$ cat config.mk
export PLATFORM = sky130hd
export DESIGN_NAME = byter_uart_tx_flat
export DESIGN_NICKNAME = d
export VERILOG_FILES = /design/src/rtl/byter_uart_tx_pkg.sv /design/src/rtl/byter_uart_tx_if.sv /design/src/rtl/byter_sync_fifo.sv /design/src/rtl/byter_uart_tx.sv /design/src/flat_wrapper.sv
export SDC_FILE = /design/constraint.sdc
export NUM_CORES = 1
export LEC_CHECK = 0
export CAP_MARGIN = 0
export CORE_ASPECT_RATIO = 1.75
export CORE_MARGIN = 2
export CORE_UTILIZATION = 40
export DETAILED_ROUTE_END_ITERATION = 8
export PLACE_DENSITY = 0.68
export SLEW_MARGIN = 20
export SYNTH_ARGS = -nofsm -noshare
export SYNTH_HDL_FRONTEND = slang
export SYNTH_SLANG_ARGS = --single-unit
$ cat constraint.sdc
create_clock -name clk -period 4.5 [get_ports clk]
set_input_delay 1.125 -clock clk [delete_from_list [all_inputs] [get_ports clk]]
set_output_delay 1.125 -clock clk [all_outputs]
set_load 0.005 [all_outputs]
$ cat src/rtl/byter_uart_tx_pkg.sv
// byter_uart_tx_pkg: shared status/control bit positions, FSM states and status packing
package byter_uart_tx_pkg;

    localparam int ST_FULL    = 0;
    localparam int ST_EMPTY   = 1;
    localparam int ST_BUSY    = 2;
    localparam int ST_CNT_LSB = 3;
    localparam int ST_OVF     = 6;

    localparam int CTL_WR     = 0;
    localparam int CTL_OVFCLR = 1;

    typedef enum logic [1:0] {
        IDLE  = 2'd0,
        START = 2'd1,
        DATA  = 2'd2,
        STOP  = 2'd3
    } tx_state_e;

    function automatic logic [7:0] pack_status(
        input logic       full,
        input logic       empty,
        input logic       busy,
        input logic [2:0] cnt,
        input logic       ovf
    );
        logic [7:0] s;
        s = '0;
        s[ST_FULL]                 = full;
        s[ST_EMPTY]                = empty;
        s[ST_BUSY]                 = busy;
        s[ST_CNT_LSB+2:ST_CNT_LSB] = cnt;
        s[ST_OVF]                  = ovf;
        return s;
    endfunction

endpackage

$ cat src/rtl/byter_uart_tx_if.sv
// byter_uart_tx_if: port bundle between the byter core ports and the UART transmitter
//   tx_data : data byte from a core out_port
//   tx_ctrl : control byte from a core out_port (bit0 write toggle, bit1 overflow clear)
//   status  : status byte to a core in_port
//   tx      : serial line, idle high
interface byter_uart_tx_if;
    logic [7:0] tx_data;
    logic [7:0] tx_ctrl;
    logic [7:0] status;
    logic       tx;
    modport master (output tx_data, tx_ctrl, input status, tx);
    modport slave  (input tx_data, tx_ctrl, output status, tx);
endinterface

$ cat src/rtl/byter_sync_fifo.sv
// byter_sync_fifo: small synchronous FIFO with show-ahead read and occupancy count
//   clk, reset : clock, asynchronous active-high reset
//   push/wr_data : enqueue (ignored when full unless popping in the same cycle)
//   pop/rd_data  : dequeue, rd_data is the current head (ignored when empty)
//   full, empty, count : occupancy flags and number of stored entries
module byter_sync_fifo #(
    parameter int WIDTH = 8,
    parameter int DEPTH = 4,
    localparam int AW = DEPTH > 1 ? $clog2(DEPTH) : 1,
    localparam int CW = $clog2(DEPTH + 1)
) (
    input  logic             clk,
    input  logic             reset,
    input  logic             push,
    input  logic [WIDTH-1:0] wr_data,
    input  logic             pop,
    output logic [WIDTH-1:0] rd_data,
    output logic             full,
    output logic             empty,
    output logic [CW-1:0]    count
);
    logic [WIDTH-1:0] mem [DEPTH];
    logic [AW-1:0]    wptr, rptr;
    logic             do_push, do_pop;

    assign full    = count == CW'(DEPTH);
    assign empty   = count == '0;
    assign do_pop  = pop && !empty;
    // When full, a same-cycle pop frees the head slot, which the write then reuses.
    assign do_push = push && (!full || do_pop);
    assign rd_data = mem[rptr];

    always_ff @(posedge clk)
        if (do_push) mem[wptr] <= wr_data;

    always_ff @(posedge clk or posedge reset)
        if (reset) begin
            wptr  <= '0;
            rptr  <= '0;
            count <= '0;
        end else begin
            wptr  <= do_push ? (wptr == AW'(DEPTH - 1) ? '0 : wptr + 1'b1) : wptr;
            rptr  <= do_pop ? (rptr == AW'(DEPTH - 1) ? '0 : rptr + 1'b1) : rptr;
            count <= count + CW'(do_push) - CW'(do_pop);
        end
endmodule

$ cat src/rtl/byter_uart_tx.sv
// byter_uart_tx: port-mapped 8N1 UART transmitter with toggle-triggered writes and a byte FIFO
//   clk, reset : clock, asynchronous active-high reset
//   bus.tx_data : byte to queue when a write toggle is seen
//   bus.tx_ctrl : bit0 write toggle, bit1 overflow clear (level), bits7:2 ignored
//   bus.status  : bit0 full, bit1 empty, bit2 busy, bits5:3 count, bit6 overflow, bit7 zero
//   bus.tx      : serial output, idle high
module byter_uart_tx
    import byter_uart_tx_pkg::*;
#(
    parameter int CLKS_PER_BIT = 4,
    parameter int FIFO_DEPTH   = 4
) (
    input logic            clk,
    input logic            reset,
    byter_uart_tx_if.slave bus
);
    localparam int BW = $clog2(CLKS_PER_BIT);
    localparam int CW = $clog2(FIFO_DEPTH + 1);

    tx_state_e     state, state_d;
    logic [BW-1:0] baud, baud_d;
    logic [2:0]    bit_cnt, bit_d;
    logic [7:0]    shift, shift_d, head;
    logic [CW-1:0] count;
    logic          tgl_q, ovf, wr_ev, pop, full, empty, last;
    logic          ctrl_unused;

    assign ctrl_unused = &bus.tx_ctrl[7:2];
    // The core has no write strobe: any change of the toggle bit is one write.
    assign wr_ev = bus.tx_ctrl[CTL_WR] != tgl_q;
    assign last  = baud == BW'(CLKS_PER_BIT - 1);

    byter_sync_fifo #(.WIDTH(8), .DEPTH(FIFO_DEPTH)) u_fifo (
        .clk     (clk),
        .reset   (reset),
        .push    (wr_ev),
        .wr_data (bus.tx_data),
        .pop     (pop),
        .rd_data (head),
        .full    (full),
        .empty   (empty),
        .count   (count)
    );

    always_ff @(posedge clk or posedge reset)
        if (reset) begin
            state   <= IDLE;
            baud    <= '0;
            bit_cnt <= '0;
            shift   <= '0;
            tgl_q   <= 1'b0;
            ovf     <= 1'b0;
        end else begin
            state   <= state_d;
            baud    <= baud_d;
            bit_cnt <= bit_d;
            shift   <= shift_d;
            tgl_q   <= bus.tx_ctrl[CTL_WR];
            ovf     <= wr_ev && full && !pop ? 1'b1 : bus.tx_ctrl[CTL_OVFCLR] ? 1'b0 : ovf;
        end

    always_comb begin
        state_d = state;
        baud_d  = last ? '0 : baud + 1'b1;
        bit_d   = bit_cnt;
        shift_d = shift;
        pop     = 1'b0;
        case (state)
            IDLE: begin
                baud_d = '0;
                if (!empty) begin
                    pop     = 1'b1;
                    shift_d = head;
                    state_d = START;
                end
            end
            START: if (last) begin
                bit_d   = '0;
                state_d = DATA;
            end
            DATA: if (last) begin
                shift_d = shift >> 1;
                bit_d   = bit_cnt + 3'd1;
                state_d = bit_cnt == 3'd7 ? STOP : DATA;
            end
            STOP: if (last) begin
                // Chain straight into the next start bit so queued frames have no idle gap.
                pop     = !empty;
                shift_d = empty ? shift : head;
                state_d = empty ? IDLE : START;
            end
            default: state_d = IDLE;
        endcase
    end

    assign bus.tx     = state == START ? 1'b0 : state == DATA ? shift[0] : 1'b1;
    assign bus.status = pack_status(full, empty, state != IDLE, 3'(count), ovf);
endmodule
$ cat src/flat_wrapper.sv
// flat-port wrapper written by rule: the top's interface ports become plain ports
module byter_uart_tx_flat import byter_uart_tx_pkg::*;
#(
    parameter int CLKS_PER_BIT = 4,
    parameter int FIFO_DEPTH   = 4
)
  (clk, reset, bus_tx_data, bus_tx_ctrl, bus_status, bus_tx);
  byter_uart_tx_if bus_i ();
  input logic clk;
  input logic reset;
  input wire logic [$bits(bus_i.tx_data)-1:0] bus_tx_data;
  input wire logic [$bits(bus_i.tx_ctrl)-1:0] bus_tx_ctrl;
  output wire logic [$bits(bus_i.status)-1:0] bus_status;
  output wire logic [$bits(bus_i.tx)-1:0] bus_tx;
  assign bus_i.tx_data = bus_tx_data;
  assign bus_i.tx_ctrl = bus_tx_ctrl;
  assign bus_status = bus_i.status;
  assign bus_tx = bus_i.tx;
  byter_uart_tx #(.CLKS_PER_BIT(CLKS_PER_BIT), .FIFO_DEPTH(FIFO_DEPTH)) u_core (.clk(clk), .reset(reset), .bus(bus_i));
endmodule
# [Yosys cells after proc, flatten, opt, wreduce, memory -nomap -nowiden]
# Memories as Yosys holds them, arrays and structs flattened.
# Cells that the tools add are included.
[word_totals] ff_bits=24 mem_bits_rw=32 in_bits=18 output_inout_bits=9 wordCells=73 mem_count=1
[op_classes] addsub=6 n_eq_ne=13 muxes=27 n_reduce_logical=17
[mem_list] name="u_core.u_fifo.mem" depth=4 width=8 rd=1 rd_clocked_by_memory_dff=0 wr=1 line_no="byter_sync_fifo.sv:22" source="logic [WIDTH-1:0] mem [DEPTH];"
[op_table] op="$mux 8" n=3
[op_table] op="$pmux 8 s3" n=1
[op_table] op="$mux 2" n=8
[op_table] op="$eq 2x2->1 const B" n=5
[op_table] op="$mux 1" n=10
[op_table] op="$pmux 2 s4" n=1
[op_table] op="$add 2x1->2 const B" n=3
[op_table] op="$eq 3x3->1 const B" n=2
[op_table] op="$mux 3" n=2
[op_table] op="$ne 2x1->1 const B" n=3
[op_table] op="$pmux 3 s2" n=1
[op_table] op="$reduce_and 3->1" n=2
[op_table] op="$reduce_bool 2->1" n=3
[op_table] op="$logic_and 1x1->1" n=4
[op_table] op="$reduce_and 4->1" n=1
[op_table] op="$add 3x1->3" n=1
[op_table] op="$add 3x1->3 const B" n=1
[op_table] op="$logic_not 1->1" n=3
[op_table] op="$logic_not 3->1" n=1
[op_table] op="$reduce_bool 3->1" n=1
[op_table] op="$sub 3x1->3" n=1
[op_table] op="$eq 2x1->1 const B" n=1
[op_table] op="$logic_not 2->1" n=1
[op_table] op="$ne 2x2->1 const B" n=1
[op_table] op="3 further kinds" n=3

# [Longest topological paths before layout]
[logic_depth] depth_word=9 ltp_mapped=8

# [By module]
# From an unflattened synthesis, not the netlist that was laid out.
[unflattened] hier_cells=158 area_unflattened_um2=2552.4
[by_module_without_submodules] module="byter_sync_fifo" instances=1 cells_per_inst=80 area_each_um2=1609.0 seq_area_each_um2=1136.1
[by_module_without_submodules] module="byter_uart_tx" instances=1 cells_per_inst=78 area_each_um2=943.4 seq_area_each_um2=425.4

# [Least setup slack after synthesis]
# OpenSTA, ideal clock, no wires.
[synth_path] path_type="input port to flip-flop" startpoint="input port bus_tx_ctrl[0]" endpoint="register u_core.u_fifo.count[2]" setup_ns=0.123 arrival_time_ns=2.631 path_slack_ns=1.746 stages=6 path_buffers=0 cell_sequence="xnor2_1 > or4_1 > o311a_1 > ha_1 > fa_1 > xnor2_1"
[synth_between] elab_chain_cells=4
[synth_rtl] element="from (decl)" line_no="flat_wrapper.sv:12" source="input wire logic [$bits(bus_i.tx_ctrl)-1:0] bus_tx_ctrl;"
[synth_rtl] element="$ne 1x1->1" line_no="byter_uart_tx.sv:30" source="assign wr_ev = bus.tx_ctrl[CTL_WR] != tgl_q;"
[synth_rtl] element="$logic_and 1x1->1" line_no="byter_sync_fifo.sv:30" source="assign do_push = push && (!full || do_pop);"
[synth_rtl] element="$add 3x1->3" line_no="byter_sync_fifo.sv:44" source="count <= count + CW'(do_push) - CW'(do_pop);"
[synth_rtl] element="$sub 3x1->3" line_no="byter_sync_fifo.sv:44"
[synth_rtl] element="to (signal assigned)" line_no="byter_sync_fifo.sv:44"
[synth_rtl] element="to (decl)" line_no="byter_sync_fifo.sv:20" source="output logic [CW-1:0] count"
# Every way passes these cells.
# A chain may end at the register's enable or synchronous reset.

# [Final worst setup path]
[layout_path] startpoint="register u_core.state[0]" endpoint="output port bus_tx"
[layout_between] elab_chain_cells=3
[layout_rtl] element="from (decl)" line_no="byter_uart_tx.sv:20" source="tx_state_e state, state_d;"
[layout_rtl] element="from (signal assigned)" line_no="byter_uart_tx.sv:54" source="state <= state_d;"
[layout_rtl] element="$eq 2x2->1" line_no="byter_uart_tx.sv:96" source="assign bus.tx = state == START ? 1'b0 : state == DATA ? shift[0] : 1'b1;"
[layout_rtl] element="$mux 1" line_no="byter_uart_tx.sv:96"
[layout_rtl] element="$mux 1 (*)" line_no="byter_uart_tx.sv:96"
[layout_rtl] element="to (decl)" line_no="flat_wrapper.sv:14" source="output wire logic [$bits(bus_i.tx)-1:0] bus_tx;"
# Mark *: on every way between the ends. The rest lies on a longest branch, timed or not.

==> reports/qor.yml <==
status: "finished, final reports clean"
tritoncts: "done"
mostFrequentLayoutCell: "edfxtp_1"
yosys.area.top_type: "edfxtp_1"
drc: 0
mostFrequentLayoutCells: "edfxtp_1, dfrtp_1, clkdlybuf4s50_1"
synth_edf_count: 32
hold_buffers: 0
clk_pin_slew_worst_paths_ns: 0.10
p_total_mw: 1.98
max_freq_mhz: 312
yosysSeqAreaShare_pct: 60.6
cts_resized: 0
vias: 1404
clock_path_buffers: 2
initial_utilization_pct: 41.4
drv_slew: 0
synth_area_um2: 2580
vdd_drop_max_mv: 0.210
wl_per_cell_um: 14.7
hold_viol: 0
antenna_found_initial: 0
worstSetupEndpointType: "output port"
track_usage_pct: 13.0
maxCapViolCount: 0
drt_iter0_drc: 17
period_share_pct: 71.3
leakage_nw: 1.15
clock-sinks: 56
synth_cell_types: 34
ys_seq_elements: 56
path_max_fanout: 18
cts_setup_buffers: 0
rows: 38
grtUsageMet3_pct: 3.05
setup_violations: 0
grt_overflow: 0
r2r_start: "u_core.state[0]"
p_per_area_nw_per_um2: 677
drt-pass1-iter-count: 4
fin_worst_skew_ns: 0.0140
tns_ns: 0
fin_area_um2: 2920
relSlewSlack_pct: 36.7
cts_max_level: 2
dieArea_um2: 7130
hold_class: "flop to flop"
r2r_setup_slack_ns: 1.96
worst_pin_slew_ns: 0.948
clock_latency_ns: 0.31
crit_start: "u_core.state[0]"
syn_inst: 182
crit_required_ns: 3.38
dp_hpwl_um: 2990
dpl_worst_slack_ns: 1.18
worstPathArrival_ns: 2.08
path_class: "flop to output port"
antennaDiodeCount: 0
startpoint_type: "flop"
die_w_um: 64.7
met1_usage_pct: 12.2
nNetsFinal: 231
placed_area_um2: 2800
timing.final.crit_period_ns: 3.21
grt_pass1_vias: 1454
layout-drive-gt1-share_pct: 12.6
chipHeight_um: 110
cts-buffers-inserted: 5
postSynthAreaPerCell_um2: 14.2
synth_flop_cell: "edfxtp_1"
min_from: "u_core.baud[0]"
async_reset_ff_share_pct: 42.9
root_buffer: "clkbuf_8"
postRouteAntennaNets: 0
grt_pass1_wl_um: 6780
finalWorstSetupSlack_ns: 1.29
area_growth_pct: 13.4
pin_count: 27
busiest_layer: "met2"
synth_top_area_share_pct: 37.3
routed_wl_um: 4080
syn-num-nets: 216
rsz0062_at_grt: "false"
core_um2: 6230
grt_max_degree: 25
detail_route.vias_per_cell: 5.05
gr-usage-met2_pct: 25.3
place_congestion: 0.729
port_buffers: 19
synth_area_leaders: "edfxtp_1, dfrtp_1, ha_1"
yosys_warnings: 0
## flip-flops by register name (all words and copies together), names as in the netlist
name	count
u_core.u_fifo.count	3
u_core.u_fifo.rptr	2
u_core.u_fifo.mem	32
u_core.u_fifo.wptr	2
u_core.state	2
u_core.ovf	1
u_core.shift	8
u_core.baud	2
u_core.tgl_q	1
u_core.bit_cnt	3
## critical path, cell delays in order, from the launching register on
cell and delay (ns):
dfrtp_1 0.45, inv_1 0.12, ha_1 0.60, a21oi_1 0.13, clkdlybuf4s50_1 0.47
## routing by layer
layer / share of wire, % / wire, um / vias up
li1: - / - / 682
met3: 1.9 / 78 / 6
met4: 2.7 / 109 / 0
met1: 39 / 1610 / 696
met2: 56 / 2290 / 20
met5: 0 / 0 / -
## logic make-up after synthesis
| family | count (synthesis) | share of synthesized area [%] |
|---|---|---|
| flops | 56 | 60.6 |
| mux | 30 | 12.3 |
| simple gates | 30 | 5.73 |
| buf+inv | 23 | 4.32 |
| compound gates | 22 | 7.48 |
| fa+ha+maj | 16 | 8.06 |
| xor+xnor | 4 | 1.36 |
| other cells | 1 | 0.145 |
## final cells by class
| cell class | instances | area [um^2] |
|---|---|---|
| Fill cell | 573 | 3310 |
| Sequential cell | 56 | 1560 |
| Multi-Input combinational cell | 103 | 905 |
| Timing Repair Buffer | 19 | 190 |
| Clock buffer | 8 | 121 |
| Tap cell | 80 | 100 |
| Inverter | 12 | 45.0 |
## cell usage after synthesis (all sizes together), types with 2 or more instances
library cell,n
edfxtp,32
dfrtp,24
mux2i,16
ha,15
mux2,14
inv,12
nand2,11
buf,10
o221ai,7
and2,5
nor2,4
nor3,4
o21ai,4
a21oi,3
xnor2,3
a32o,2
## power breakdown
| part | internal, mW | switching [mW] | total (mW) | leakage [nW] |
|---|---|---|---|---|
| clock | 0.174 | 0.158 | 0.332 | 0.0627 |
| combinational | 0.421 | 0.378 | 0.799 | 0.501 |
| sequential | 0.718 | 0.129 | 0.847 | 0.586 |
## stage by stage
stage / std cells / util, % / hold slack, ns
floorplan: 182 / - / 0.415
global placement: 270 / 45.0 / 0.425
detailed placement: 270 / 45.0 / 0.436
CTS: 278 / 46.9 / 0.450
global route: 278 / 46.9 / 0.461
finish: 278 / 46.9 / 0.451
## final timing paths
kind                            depth (start not counted)               endpoint
worst max-delay path                                    4                 bus_tx
worst min-delay path                                    1         u_core.baud[0]
worst max register to register                          5        u_core.shift[0]
worst min register to register                          1         u_core.baud[0]
max in group asynchronous                               2  u_core.u_fifo.wptr[1]
min in group asynchronous                               2        u_core.shift[0]
Power figures use the tool's default switching activity.
